**src/rtl/display_pkg.sv**
```systemverilog
// rtl/display_pkg.sv - shared 7-segment display constants
package display_pkg;

  localparam logic [6:0] SEG_BLANK = 7'h7F;

  // Active-low {g,f,e,d,c,b,a}
  localparam logic [6:0] SEG_0 = 7'b1000000;
  localparam logic [6:0] SEG_1 = 7'b1111001;
  localparam logic [6:0] SEG_2 = 7'b0100100;
  localparam logic [6:0] SEG_3 = 7'b0110000;
  localparam logic [6:0] SEG_4 = 7'b0011001;
  localparam logic [6:0] SEG_5 = 7'b0010010;
  localparam logic [6:0] SEG_6 = 7'b0000010;
  localparam logic [6:0] SEG_7 = 7'b1111000;
  localparam logic [6:0] SEG_8 = 7'b0000000;
  localparam logic [6:0] SEG_9 = 7'b0010000;

  localparam logic [1:0] SEL_MIN = 2'b11;
  localparam logic [1:0] SEL_HR  = 2'b10;

  localparam logic [1:0] DIG_MIN_ONES = 2'd0;
  localparam logic [1:0] DIG_MIN_TENS = 2'd1;
  localparam logic [1:0] DIG_HR_ONES  = 2'd2;
  localparam logic [1:0] DIG_HR_TENS  = 2'd3;

endpackage

```
**src/rtl/bcd_to_seven_seg.sv**
```systemverilog
// rtl/bcd_to_seven_seg.sv - BCD nibble to active-low 7-segment pattern
module bcd_to_seven_seg
  import display_pkg::*;
(
  input  logic [3:0] bcd,
  output logic [6:0] seg
);

  always_comb begin
    seg = SEG_BLANK;
    case (bcd)
      4'd0: seg = SEG_0;
      4'd1: seg = SEG_1;
      4'd2: seg = SEG_2;
      4'd3: seg = SEG_3;
      4'd4: seg = SEG_4;
      4'd5: seg = SEG_5;
      4'd6: seg = SEG_6;
      4'd7: seg = SEG_7;
      4'd8: seg = SEG_8;
      4'd9: seg = SEG_9;
      default: seg = SEG_BLANK;
    endcase
  end

endmodule

```
**src/rtl/seven_seg_scan_driver.sv**
```systemverilog
// rtl/seven_seg_scan_driver.sv - 4-digit multiplexed 7-segment driver with field blink
module seven_seg_scan_driver
  import display_pkg::*;
#(
  parameter int SCAN_DIV  = 100000,
  parameter int BLINK_DIV = 25000000,
  parameter bit LZ_BLANK  = 1'b0
) (
  input  logic        clk,
  input  logic        rst,
  input  logic        en,
  input  logic [15:0] displayDigits,
  input  logic [1:0]  blinkSel,
  input  logic [3:0]  dpMask,
  output logic [6:0]  segments,
  output logic        dp,
  output logic [3:0]  anode
);

  localparam int PW = $clog2(SCAN_DIV);
  localparam int BW = $clog2(BLINK_DIV);

  logic [PW-1:0] prescaler;
  logic [1:0]    idx;
  logic [BW-1:0] blink_cnt;
  logic          blink_phase;
  logic [1:0]    blink_sel_q;

  logic          scan_tick;
  logic          blink_wrap;
  logic          sel_change;

  assign scan_tick  = (prescaler == PW'(SCAN_DIV - 1));
  assign blink_wrap = (blink_cnt == BW'(BLINK_DIV - 1));
  assign sel_change = (blinkSel != blink_sel_q);

  always_ff @(posedge clk) begin
    if (rst) begin
      prescaler   <= '0;
      idx         <= '0;
      blink_cnt   <= '0;
      blink_phase <= 1'b0;
      blink_sel_q <= '0;
    end else if (en) begin
      prescaler <= scan_tick ? '0 : prescaler + 1'b1;
      if (scan_tick) begin
        idx <= idx + 1'b1;
      end
      blink_sel_q <= blinkSel;
      // A field change restarts the blink so the new field shows immediately
      if (sel_change) begin
        blink_cnt   <= '0;
        blink_phase <= 1'b0;
      end else if (blink_wrap) begin
        blink_cnt   <= '0;
        blink_phase <= ~blink_phase;
      end else begin
        blink_cnt <= blink_cnt + 1'b1;
      end
    end
  end

  logic [3:0] digit;
  logic [6:0] digit_seg;
  logic       phase_eff;
  logic       in_field;
  logic       slot_off;
  logic [6:0] seg_d;
  logic [3:0] anode_d;
  logic       dp_d;

  assign digit = displayDigits[{idx, 2'b00} +: 4];

  bcd_to_seven_seg u_decode (
    .bcd (digit),
    .seg (digit_seg)
  );

  always_comb begin
    phase_eff = blink_phase & ~sel_change;
    in_field  = ((blinkSel == SEL_MIN) && (idx == DIG_MIN_ONES || idx == DIG_MIN_TENS)) ||
                ((blinkSel == SEL_HR)  && (idx == DIG_HR_ONES  || idx == DIG_HR_TENS));
    slot_off  = phase_eff & in_field;

    seg_d = digit_seg;
    if (LZ_BLANK && (idx == DIG_HR_TENS) && (digit == 4'd0)) begin
      seg_d = SEG_BLANK;
    end
    anode_d = slot_off ? 4'b1111 : ~(4'b0001 << idx);
    dp_d    = slot_off ? 1'b1 : ~dpMask[idx];

    if (!en) begin
      seg_d   = SEG_BLANK;
      anode_d = 4'b1111;
      dp_d    = 1'b1;
    end
  end

  always_ff @(posedge clk) begin
    if (rst) begin
      segments <= SEG_BLANK;
      anode    <= 4'b1111;
      dp       <= 1'b1;
    end else begin
      segments <= seg_d;
      anode    <= anode_d;
      dp       <= dp_d;
    end
  end

endmodule

```
**config.mk**
```make
export PLATFORM = sky130hd
export DESIGN_NAME = seven_seg_scan_driver
export DESIGN_NICKNAME = d
export VERILOG_FILES = /design/src/rtl/display_pkg.sv /design/src/rtl/bcd_to_seven_seg.sv /design/src/rtl/seven_seg_scan_driver.sv
export SDC_FILE = /design/constraint.sdc
export NUM_CORES = 1
export LEC_CHECK = 0
export ABC_AREA = 1
export BUFFER_PORTS_ARGS = -buffer_cell sky130_fd_sc_hd__buf_4
export CAP_MARGIN = 30
export CORE_MARGIN = 3
export CORE_UTILIZATION = 40
export CTS_CLUSTER_DIAMETER = 40
export DETAILED_ROUTE_END_ITERATION = 7
export GPL_TIMING_DRIVEN = 0
export PLACE_DENSITY = 0.66
export SLEW_MARGIN = 0
export SYNTH_ARGS = -nofsm -noshare
export SYNTH_HDL_FRONTEND = slang
export SYNTH_SLANG_ARGS = --single-unit
```
**constraint.sdc**
```tcl
create_clock -name clk -period 3.9 [get_ports clk]
set_input_delay 0.585 -clock clk [delete_from_list [all_inputs] [get_ports clk]]
set_output_delay 0.585 -clock clk [all_outputs]
set_load 0.1 [all_outputs]
```
; ---- Word-level counts from Yosys, hierarchy flattened
; Memory sizes are Yosys's and may differ from the RTL's. A register that Yosys moved wholly into a read port is not among the register bits.
; Index checks and enable logic that the tools add are counted.
[totals]
ff_bits = 52
romBits = 112
output_inout_bits = 12
mem_count = 1
[memory_table]
columns = name, depth, word_bits, read_ports, rd_clocked_by_memory_dff, write_ports, line
row1 = (no name shown), 16, 7, 1, 1, 0, bcd_to_seven_seg.sv:11  ; case (bcd)
[classes]
addsub = 3
order_cmp = 1
n_eq_ne = 8
shifts = 2
n_mux = 7
bitwise = 7
reduce_logical = 11
[ops]
columns = operator, n
row1 = two-way mux 25 bit, 2
row2 = "adder 25 x 1 -> 25 bit, second input constant", 1
row3 = "== test 25 bit, second input constant", 1
row4 = "adder 17 x 1 -> 17 bit, second input constant", 1
row5 = "== test 17 bit, second input constant", 1
row6 = two-way mux 17 bit, 1
row7 = indexed part select 16 x 5 -> 4 bit, 1
row8 = "== test 2 bit, second input constant", 4
row9 = NOT 1 bit, 4
row10 = NOT 4 bit, 1
row11 = AND reduction 2 bit, 2
row12 = "<< shifter 1 x 2 -> 4 bit, first input constant", 1
row13 = logical OR 1 bit, 3
row14 = "less-than comparator 2 x 3 -> 1 bit, second input constant", 1
row15 = two-way mux 1 bit, 3
row16 = OR reduction 3 bit, 1
row17 = "adder 2 x 1 -> 2 bit, second input constant", 1
row18 = bitwise AND 1 bit, 2
row19 = binary-select mux 1 bit (select 2 bit), 1
row20 = "== test 2 x 1 -> 1 bit, second input constant", 1
row21 = logical AND 1 bit, 2
row22 = zero test 2 bit, 1
row23 = inequality test 2 bit, 1
row24 = nonzero test 2 bit, 1
row25 = OR reduction 2 bit, 1

; ---- Longest topological paths before layout
; Gate-level depths: netlist of run 1.
[logic_depth]
word_depth = 6
ltp_mapped = 11
ltp_nobuf = 11

; ---- Modules after synthesis
; A second synthesis of run 1 with hierarchy kept.
[hier_totals]
hier_cells = 463
area_unflattened_um2 = 3149.3
[by_module_without_submodules]
columns = mod, instances, cells_each, area_per_inst_um2
row1 = seven_seg_scan_driver, 1, 428, 2961.6
row2 = bcd_to_seven_seg, 1, 35, 187.7

; ---- Worst setup path before layout of run 1
; No wires, ideal clock.
[synth_timing]
path_type = input to register
start = input port displayDigits[5]
end = register segments[6]
setup_ns = 0.125
arrival_time_ns = 1.489
required_time_ns = 3.775
setup_slack_ns = 2.287
path_stages = 9
path_cell_list = a21oi_1 o21ai_0 nand2_1 inv_1 ha_1 o21ai_0 inv_1 o21ai_0 nand2_1
[synth_via]
elab_chain_len = 1
[synth_rtl]
columns = element, line
row1 = start: declaration, seven_seg_scan_driver.sv:12  ; input logic [15:0] displayDigits,
row2 = indexed part select 16 x 5 -> 4 bit, seven_seg_scan_driver.sv:72  ; assign digit = displayDigits[{idx, 2'b00} +: 4];
row3 = end: declaration, seven_seg_scan_driver.sv:15  ; output logic [6:0] segments,
; Every way passes these cells.
; A chain may end at the register's enable or synchronous reset.

; ---- Final worst setup path of run 1
[layout_timing]
start = register idx[0]
end = register segments[6]
[layout_via]
elab_chain_len = 1
[layout_rtl]
columns = element, line
row1 = start: declaration, seven_seg_scan_driver.sv:24  ; logic [1:0] idx;
row2 = start signal: assignment, seven_seg_scan_driver.sv:47  ; idx <= idx + 1'b1;
row3 = indexed part select 16 x 5 -> 4 bit, seven_seg_scan_driver.sv:72
; Every way passes these cells.

==> metrics.txt, run 1 <==
# TYPE chip_impl_metric gauge
chip_impl_metric{name="route.vias.total",unit=""} 2971
chip_impl_metric{name="fp.dieH",unit="um"} 95.9
chip_impl_metric{name="fin_tns_setup",unit="ns"} 0
chip_impl_metric{name="coreArea",unit="sq um"} 7810
chip_impl_metric{name="finish.utilization",unit=""} 0.495
chip_impl_metric{name="worst_ir_drop_vdd",unit="mV"} 0.288
chip_impl_info{name="globalRoute.busiestLayer",value="met2"} 1
chip_impl_metric{name="placedInstanceArea",unit="sq um"} 3620
chip_impl_metric{name="finClkSkew",unit="ns"} 0.00935
chip_impl_metric{name="globalRoute.totalOverflow",unit=""} 0
chip_impl_metric{name="synth-edff-count",unit=""} 0
chip_impl_info{name="worstSetupPathType",value="flip-flop to flip-flop"} 1
chip_impl_metric{name="ratio_of_cells_with_drive_above_1_in_the_final_layout",unit=""} 0.183
chip_impl_metric{name="h-tree-depth",unit=""} 3
chip_impl_metric{name="place.gp.congestion",unit=""} 0.861
chip_impl_metric{name="reg2reg_slack",unit="ns"} 2.16
chip_impl_metric{name="synth.cell_area",unit="sq um"} 3230
chip_impl_metric{name="wire_per_inst",unit="um"} 12.1
chip_impl_metric{name="final-setup-viol-count",unit=""} 0
chip_impl_info{name="clockRootBuffer",value="sky130_fd_sc_hd__clkbuf_8"} 1
chip_impl_metric{name="power_density",unit="nW/um^2"} 370
chip_impl_metric{name="ys_types",unit=""} 38
chip_impl_metric{name="critPathArrivalTime",unit="ns"} 1.97
chip_impl_metric{name="synthArstFlopShare",unit=""} 0
chip_impl_info{name="critical_path.reg2reg.endpoint",value="segments[6]"} 1
chip_impl_info{name="holdPathEnd",value="prescaler[13]"} 1
chip_impl_metric{name="synth-warning-count",unit=""} 0
chip_impl_metric{name="number_of_inserted_filler_cells_in_the_final_layout",unit=""} 792
chip_impl_metric{name="chipWidth",unit="um"} 95.9
chip_impl_metric{name="hold_viol_final",unit=""} 0
chip_impl_metric{name="r2r.worst_path.cells",unit=""} 11
chip_impl_metric{name="post_cts_hold_buffer_count",unit=""} 0
chip_impl_metric{name="synth.avg_cell_area",unit="sq um"} 7.06
chip_impl_metric{name="preCtsSetupSlack",unit="ns"} 2.02
chip_impl_metric{name="ys_seq_elements",unit=""} 59
chip_impl_info{name="cp_common_cell",value="sky130_fd_sc_hd__nand2_1"} 1
chip_impl_metric{name="groute.layer.met2.usage",unit=""} 0.299
chip_impl_metric{name="worstPathRequired",unit="ns"} 4.13
chip_impl_metric{name="finalMaxSlewViolations",unit=""} 0
chip_impl_metric{name="fmax",unit="MHz"} 575
chip_impl_metric{name="io_buffers",unit=""} 35
chip_impl_metric{name="post_cts_resize_count",unit=""} 0
chip_impl_metric{name="fp_rows",unit=""} 32
chip_impl_metric{name="grt_util_met1",unit=""} 0.198
chip_impl_metric{name="detail_route.vias_per_cell",unit=""} 4.86
chip_impl_info{name="crit_family",value="flip-flops"} 1
chip_impl_metric{name="finalWorstPathRequiredPeriod",unit="ns"} 1.74
chip_impl_metric{name="final_hold_slack",unit="ns"} 0.486
chip_impl_info{name="hold_path.startpoint",value="prescaler[13]"} 1
chip_impl_metric{name="finalWirelength",unit="mm"} 7.38
chip_impl_metric{name="global_route_wire_length_before_repair",unit="mm"} 12.3
chip_impl_info{name="postSynth.topFlopCell",value="sky130_fd_sc_hd__dfxtp_1"} 1
chip_impl_metric{name="multi_input_comb_area",unit="sq um"} 1780
chip_impl_metric{name="detailed_place_hpwl",unit="mm"} 5.49
chip_impl_info{name="worst_r2r_startpoint",value="idx[0]"} 1
chip_impl_metric{name="cts_made_buffers",unit=""} 9
chip_impl_metric{name="worst-path-buf-inv",unit=""} 4
chip_impl_info{name="hp-class",value="flip-flop to flip-flop"} 1
chip_impl_metric{name="max_fanout_on_critical_path",unit=""} 11
chip_impl_info{name="tritoncts",value="built"} 1
chip_impl_metric{name="area_of_the_die",unit="sq um"} 9200
chip_impl_metric{name="placed_cells",unit=""} 595
chip_impl_metric{name="totalPowerFinal",unit="mW"} 1.43
chip_impl_metric{name="worstSkewPairLatency",unit="ns"} 0.35
chip_impl_metric{name="slew_headroom",unit=""} 0.574
chip_impl_metric{name="cts_num_sinks",unit=""} 59
chip_impl_metric{name="clk_pin_slew_worst_paths",unit="ns"} 0.07
chip_impl_metric{name="postLayoutSetupSlackWorst",unit="ns"} 2.16
chip_impl_metric{name="grt_pass1_vias",unit=""} 2840
chip_impl_info{name="rsz0062_at_grt",value="false"} 1
chip_impl_metric{name="syn_to_final_growth",unit="%"} 19.5
chip_impl_metric{name="ctsLongestPathBuffers",unit=""} 2
chip_impl_metric{name="ff_latch_area",unit="sq um"} 1180
chip_impl_metric{name="postRouteAntennaNets",unit=""} 0
chip_impl_metric{name="seq_area_frac_synth",unit=""} 0.365
chip_impl_metric{name="synthCells",unit=""} 458
chip_impl_metric{name="initial_utilization",unit=""} 0.414
chip_impl_metric{name="drv.max_cap_violation_count",unit=""} 0
chip_impl_metric{name="finish.instance_area",unit="sq um"} 3870
chip_impl_metric{name="boundaryPins",unit=""} 37
chip_impl_metric{name="drtPass1Iterations",unit=""} 4
chip_impl_metric{name="initial_antenna_violation_count",unit=""} 0
chip_impl_info{name="crit_chain",value="inv_2, buf_6, nand2_1, nand3_1, nand2_1, inv_1, ha_1, o21ai_0, inv_1, o21ai_0, nand2_1"} 1
chip_impl_metric{name="gr-usage-met3",unit=""} 0.0532
chip_impl_metric{name="track_usage",unit=""} 0.172
chip_impl_metric{name="postCtsSetupBuffers",unit=""} 0
chip_impl_metric{name="finalNonFillerCells",unit=""} 611
chip_impl_info{name="crit_path_end_kind",value="flip-flop"} 1
chip_impl_metric{name="diodes",unit=""} 0
chip_impl_info{name="crit_path_start_kind",value="flip-flop"} 1
chip_impl_metric{name="grt_max_degree",unit=""} 12
chip_impl_metric{name="worst-slew-pin-transition",unit="ns"} 0.639
chip_impl_info{name="crit_slowest_cell",value="sky130_fd_sc_hd__dfxtp_1"} 1
chip_impl_metric{name="drt-initial-drc-count",unit=""} 112
chip_impl_info{name="status",value="finished, final reports clean"} 1
chip_impl_metric{name="residual_drc_count",unit=""} 0
chip_impl_metric{name="whs_path_depth",unit=""} 2
chip_impl_metric{name="syn_nets",unit=""} 494
chip_impl_metric{name="timing.final.crit_share",unit=""} 0.446
chip_impl_metric{name="num-nets-final",unit=""} 540
chip_impl_metric{name="power_leakage",unit="nW"} 1.58
chip_impl_metric{name="critical-path-max-stage-delay",unit="ns"} 0.45
how the worst max path moves through the flow:
stage / from / to / slack (ns) / cells past startpoint
floorplan: displayDigits[5] / segments[6] / 2.29 / 9
global placement: en / prescaler[15] / 2.06 / 6
detailed placement: displayDigits[5] / segments[6] / 2.02 / 10
CTS: idx[0] / segments[6] / 2.14 / 11
global route: idx[0] / segments[6] / 1.94 / 11
finish: idx[0] / segments[6] / 2.16 / 11
flip-flops by register name (all words and copies together) (netlist names):
signal,cells
blink_cnt,25
prescaler,17
segments,7
anode,4
blink_sel_q,2
idx,2
blink_phase,1
dp,1
report_power, final:
part	switching (mW)	leakage (nW)	internal [mW]	total, mW
logic	0.0839	0.977	0.0428	0.127
clock network	0.245	0.123	0.440	0.685
registers	0.00508	0.478	0.612	0.617
total	0.334	1.58	1.09	1.43
cell type report:
cell class              instances  share of cell area
multi-input cells             337               0.459
inverters                      53              0.0528
clock inverters                 5              0.0259
repair buffers                 35              0.0680
clock buffers                  11              0.0366
well taps                     102              0.0330
plain buffers                   9              0.0191
flip-flops and latches         59               0.306
metal layers:
metal / vias up / routed length (um) / share of wire
met5: - / 0 / 0
met4: 0 / 116 / 0.016
met3: 13 / 257 / 0.035
met2: 36 / 3630 / 0.49
met1: 1362 / 3370 / 0.46
li1: 1560 / - / -
cells by family after synthesis:
logic type / after synthesis / share of synthesized area
AND/OR/NAND/NOR: 266 / 0.386
buffers and inverters: 62 / 0.0859
flip-flops: 59 / 0.365
AO/OA/AOI/OAI: 41 / 0.0685
XOR/XNOR: 19 / 0.0515
adder cells (fa/ha/maj): 11 / 0.0426
cell usage after synthesis (2+ instances only):
master	count	area, sq um
sky130_fd_sc_hd__nor2_1	75	282
sky130_fd_sc_hd__nand3_2	2	20.0
sky130_fd_sc_hd__nor3_2	4	40.0
sky130_fd_sc_hd__inv_1	47	176
sky130_fd_sc_hd__inv_2	4	15.0
sky130_fd_sc_hd__o21ai_0	17	85.1
sky130_fd_sc_hd__buf_2	2	10.0
sky130_fd_sc_hd__nand3_1	28	140
sky130_fd_sc_hd__o211ai_1	3	22.5
sky130_fd_sc_hd__buf_6	4	45.0
sky130_fd_sc_hd__or2_2	2	12.5
sky130_fd_sc_hd__nor2_4	4	45.0
sky130_fd_sc_hd__a21oi_1	16	80.1
sky130_fd_sc_hd__nand2_2	8	50.1
sky130_fd_sc_hd__xor2_1	14	123
sky130_fd_sc_hd__buf_4	2	15.0
sky130_fd_sc_hd__ha_1	11	138
sky130_fd_sc_hd__dfxtp_1	59	1180
sky130_fd_sc_hd__nand2_1	105	394
sky130_fd_sc_hd__nor3b_1	2	15.0
sky130_fd_sc_hd__nor3_4	2	32.5
sky130_fd_sc_hd__nand4_1	15	93.8
sky130_fd_sc_hd__nor2_2	5	31.3
sky130_fd_sc_hd__xnor2_1	5	43.8
sky130_fd_sc_hd__nor3_1	9	45.0
cell usage in the layout, fill, tap and decap left out, types with 2 or more instances in the layout:
| cell | count |
|---|---|
| sky130_fd_sc_hd__nand2_1 | 105 |
| sky130_fd_sc_hd__nor2_1 | 75 |
| sky130_fd_sc_hd__dfxtp_1 | 59 |
| sky130_fd_sc_hd__inv_1 | 47 |
| sky130_fd_sc_hd__buf_4 | 37 |
| sky130_fd_sc_hd__nand3_1 | 28 |
| sky130_fd_sc_hd__o21ai_0 | 17 |
| sky130_fd_sc_hd__a21oi_1 | 16 |
| sky130_fd_sc_hd__nand4_1 | 15 |
| sky130_fd_sc_hd__xor2_1 | 14 |
| sky130_fd_sc_hd__ha_1 | 11 |
| sky130_fd_sc_hd__clkbuf_8 | 10 |
| sky130_fd_sc_hd__nor3_1 | 9 |
| sky130_fd_sc_hd__nand2_2 | 8 |
| sky130_fd_sc_hd__xnor2_1 | 5 |
| sky130_fd_sc_hd__nor2_2 | 5 |
| sky130_fd_sc_hd__inv_2 | 4 |
| sky130_fd_sc_hd__buf_6 | 4 |
| sky130_fd_sc_hd__nor3_2 | 4 |
| sky130_fd_sc_hd__nor2_4 | 4 |
| sky130_fd_sc_hd__o211ai_1 | 3 |
| sky130_fd_sc_hd__bufinv_16 | 3 |
| sky130_fd_sc_hd__buf_2 | 2 |
| sky130_fd_sc_hd__nor3_4 | 2 |
| sky130_fd_sc_hd__clkbuf_1 | 2 |
| sky130_fd_sc_hd__nor3b_1 | 2 |
| sky130_fd_sc_hd__or2_2 | 2 |
| sky130_fd_sc_hd__nand3_2 | 2 |
| sky130_fd_sc_hd__clkinv_2 | 2 |
tightest hold or removal path, cell delays in order (launching register included):
cell,delay (ns)
sky130_fd_sc_hd__dfxtp_1,0.33
sky130_fd_sc_hd__nand2_1,0.06
sky130_fd_sc_hd__a21oi_1,0.05
(Power assumes the default switching activity.)
==> inputs of run 2 (changes only) <==
- PLACE_DENSITY: 0.66 -> 0.68
- clock period: 3.9 -> 1.5 ns (I/O delays scaled with it)
==> metrics.txt, run 2 (synthesized netlist as in run 1, its figures left out) <==
# TYPE chip_impl_metric gauge
chip_impl_metric{name="critical-path-max-stage-delay",unit="ns"} 0.37
chip_impl_metric{name="globalRoute.totalOverflow",unit=""} 0
chip_impl_metric{name="final_hold_slack",unit="ns"} 0.166
chip_impl_info{name="clockRootBuffer",value="sky130_fd_sc_hd__clkbuf_8"} 1
chip_impl_info{name="violated_checks",value="negative setup slack"} 1
chip_impl_info{name="tritoncts",value="built"} 1
chip_impl_info{name="crit_slowest_cell",value="sky130_fd_sc_hd__dfxtp_4"} 1
chip_impl_info{name="routed.top_layer",value="met4"} 1
chip_impl_metric{name="finClkSkew",unit="ns"} 0.00625
chip_impl_metric{name="area_of_the_die",unit="sq um"} 9200
chip_impl_metric{name="io_buffers",unit=""} 35
chip_impl_metric{name="residual_drc_count",unit=""} 0
chip_impl_metric{name="clk_pin_slew_worst_paths",unit="ns"} 0.06
chip_impl_info{name="biggestRegsByFlops",value="blink_cnt (25), prescaler (17), segments (7)"} 1
chip_impl_metric{name="power_leakage",unit="nW"} 1.70
chip_impl_metric{name="max_fanout_on_critical_path",unit=""} 5
chip_impl_metric{name="met1_routed_length",unit="mm"} 3.54
chip_impl_metric{name="power_density",unit="nW/um^2"} 796
chip_impl_metric{name="initial_utilization",unit=""} 0.414
chip_impl_metric{name="critPathArrivalTime",unit="ns"} 1.75
chip_impl_metric{name="worstPathRequired",unit="ns"} 1.74
chip_impl_metric{name="detailed_place_hpwl",unit="mm"} 5.46
chip_impl_metric{name="coreArea",unit="sq um"} 7810
chip_impl_info{name="crit_chain",value="ha_4, inv_2, nor2_1, nand2_1, nor2_1, nand2_1, nand2_1, nand2_2, nand2_4, clkbuf_16, nor2_2"} 1
chip_impl_metric{name="cts_num_sinks",unit=""} 59
chip_impl_metric{name="num-nets-final",unit=""} 559
chip_impl_metric{name="fmax",unit="MHz"} 661
chip_impl_metric{name="hold_viol_final",unit=""} 0
chip_impl_metric{name="fp.dieH",unit="um"} 95.9
chip_impl_metric{name="fin_tns_setup",unit="ns"} -0.0553
chip_impl_metric{name="h-tree-depth",unit=""} 3
chip_impl_metric{name="diodes",unit=""} 0
chip_impl_metric{name="postRouteAntennaNets",unit=""} 0
chip_impl_info{name="largest_register",value="blink_cnt"} 1
chip_impl_metric{name="final-setup-viol-count",unit=""} 7
chip_impl_metric{name="boundaryPins",unit=""} 37
chip_impl_metric{name="wl_met3",unit="um"} 239
chip_impl_metric{name="drv.max_cap_violation_count",unit=""} 0
chip_impl_metric{name="finalWirelength",unit="mm"} 8.03
chip_impl_metric{name="detail_route.vias_per_cell",unit=""} 4.91
chip_impl_metric{name="worst_ir_drop_vdd",unit="mV"} 0.425
chip_impl_info{name="rsz0062_at_grt",value="true"} 1
chip_impl_info{name="commonest_cells_after_routing_fill_and_taps_aside",value="sky130_fd_sc_hd__nand2_1, sky130_fd_sc_hd__nor2_1, sky130_fd_sc_hd__buf_4"} 1
chip_impl_metric{name="grt_pass1_vias",unit=""} 2996
chip_impl_metric{name="syn_to_final_growth",unit="%"} 32.2
chip_impl_info{name="hp-class",value="input pin to flip-flop"} 1
chip_impl_info{name="crit_path_start_kind",value="flip-flop"} 1
chip_impl_metric{name="finalMaxSlewViolations",unit=""} 0
chip_impl_metric{name="timing.final.crit_share",unit=""} 1.01
chip_impl_metric{name="ratio_of_cells_with_drive_above_1_in_the_final_layout",unit=""} 0.333
chip_impl_metric{name="initial_antenna_violation_count",unit=""} 0
chip_impl_metric{name="placed_cells",unit=""} 595
chip_impl_metric{name="largest_register_ff_count",unit=""} 25
chip_impl_metric{name="worst-slew-pin-transition",unit="ns"} 0.580
chip_impl_metric{name="postLayoutSetupSlackWorst",unit="ns"} -0.0129
chip_impl_metric{name="ctsLongestPathBuffers",unit=""} 2
chip_impl_metric{name="worst-path-buf-inv",unit=""} 2
chip_impl_info{name="crit_path_end_kind",value="flip-flop"} 1
chip_impl_metric{name="place.gp.congestion",unit=""} 0.849
chip_impl_metric{name="reg2reg_slack",unit="ns"} -0.01
chip_impl_info{name="layout.cells.most_common",value="sky130_fd_sc_hd__nand2_1"} 1
chip_impl_metric{name="drt-initial-drc-count",unit=""} 107
chip_impl_metric{name="worstSkewPairLatency",unit="ns"} 0.34
chip_impl_info{name="status",value="complete, but fails checks"} 1
chip_impl_metric{name="track_usage",unit=""} 0.182
chip_impl_info{name="worstSetupPathType",value="flip-flop to flip-flop"} 1
chip_impl_metric{name="slew_headroom",unit=""} 0.614
chip_impl_metric{name="finalNonFillerCells",unit=""} 630
chip_impl_metric{name="finish.utilization",unit=""} 0.548
chip_impl_metric{name="routed-wl-met2",unit="mm"} 4.07
chip_impl_metric{name="grt_max_degree",unit=""} 12
chip_impl_metric{name="drtPass1Iterations",unit=""} 4
chip_impl_metric{name="route.vias.total",unit=""} 3094
chip_impl_metric{name="cts_made_buffers",unit=""} 9
chip_impl_info{name="crit_family",value="simple AND/OR/NAND/NOR gates"} 1
chip_impl_metric{name="number_of_inserted_filler_cells_in_the_final_layout",unit=""} 721
chip_impl_metric{name="fp_rows",unit=""} 32
chip_impl_metric{name="global_route_wire_length_before_repair",unit="mm"} 13.1
chip_impl_info{name="cp_common_cell",value="sky130_fd_sc_hd__nand2_1"} 1
chip_impl_metric{name="chipWidth",unit="um"} 95.9
chip_impl_metric{name="finalWorstPathRequiredPeriod",unit="ns"} 1.51
chip_impl_metric{name="wire_per_inst",unit="um"} 12.7
==> run 2: cell count changes in the layout (fill, tap and decap cells not counted), moves of 6 or more <==
| cell | previous run | this run |
|---|---|---|
| sky130_fd_sc_hd__nor2_1 | 75 | 56 |
| sky130_fd_sc_hd__dfxtp_1 | 59 | 43 |
| sky130_fd_sc_hd__nand2_1 | 105 | 97 |
| sky130_fd_sc_hd__a21oi_1 | 16 | 10 |
| sky130_fd_sc_hd__inv_2 | 4 | 10 |
| sky130_fd_sc_hd__nor2_4 | 4 | 11 |
| sky130_fd_sc_hd__buf_4 | 37 | 50 |
| sky130_fd_sc_hd__dfxtp_2 | 0 | 13 |
| sky130_fd_sc_hd__inv_1 | 47 | 41 |
| sky130_fd_sc_hd__nor2_2 | 5 | 17 |
==> run 2: path summary, 6_finish.rpt <==
kind | depth (start not counted) | start | end
hold / removal | 3 | blinkSel[1] | blink_sel_q[1]
setup / recovery | 11 | blink_cnt[0] | blink_cnt[7]
hold reg to reg | 2 | blink_cnt[12] | blink_cnt[12]
setup reg to reg | 11 | blink_cnt[0] | blink_cnt[7]
==> run 2: cell type report <==
| type | count | area (sq um) | area share |
|---|---|---|---|
| Multi-Input combinational cell | 337 | 2010 | 0.471 |
| Tap cell | 102 | 128 | 0.0298 |
| Inverter | 53 | 204 | 0.0477 |
| Sequential cell | 59 | 1210 | 0.283 |
| Buffer | 8 | 80.1 | 0.0187 |
| Clock inverter | 1 | 5.00 | 0.00117 |
| Clock buffer | 15 | 186 | 0.0436 |
| Timing Repair Buffer | 55 | 452 | 0.106 |
==> run 2: layer usage <==
layer,up-vias,track usage
met5,-,0
met4,0,0.0640
met3,18,0.0477
met2,44,0.319
met1,1436,0.213
li1,1596,-
==> run 2: metrics by stage <==
stage / total power, mW / setup WS (ns) / area (sq um)
2_1_floorplan: 1.86 / 0.0128 / 3240
3_3_place_gp: 1.97 / -0.190 / 3630
3_5_place_dp: 1.97 / -0.182 / 3630
4_1_cts: 3.42 / 0.000971 / 4080
5_1_grt: 3.54 / -0.149 / 4280
6_report: 3.41 / -0.0129 / 4280
==> run 2: power breakdown <==
part / leakage (nW) / switching (mW) / internal (mW)
Clock: 0.0997 / 0.604 / 0.779
Sequential: 0.487 / 0.0168 / 1.59
Combinational: 1.11 / 0.255 / 0.161
Total: 1.70 / 0.876 / 2.53
==> run 2: timing repair <==
action | in CTS | in global routing
pin swaps | 10 | 27
endpoints found under the hold margin | 0 | 0
endpoints found under the setup margin | 44 | 48
buffers inserted | 11 | 7
hold buffers | 0 | 0
resized for setup | 44 | 54
cloned | 1 | 2
==> run 2: tightest hold or removal path: stages <==
cell,delay (ns)
sky130_fd_sc_hd__buf_4,0.11
sky130_fd_sc_hd__nor2_1,0.05
sky130_fd_sc_hd__nor2_1,0.09
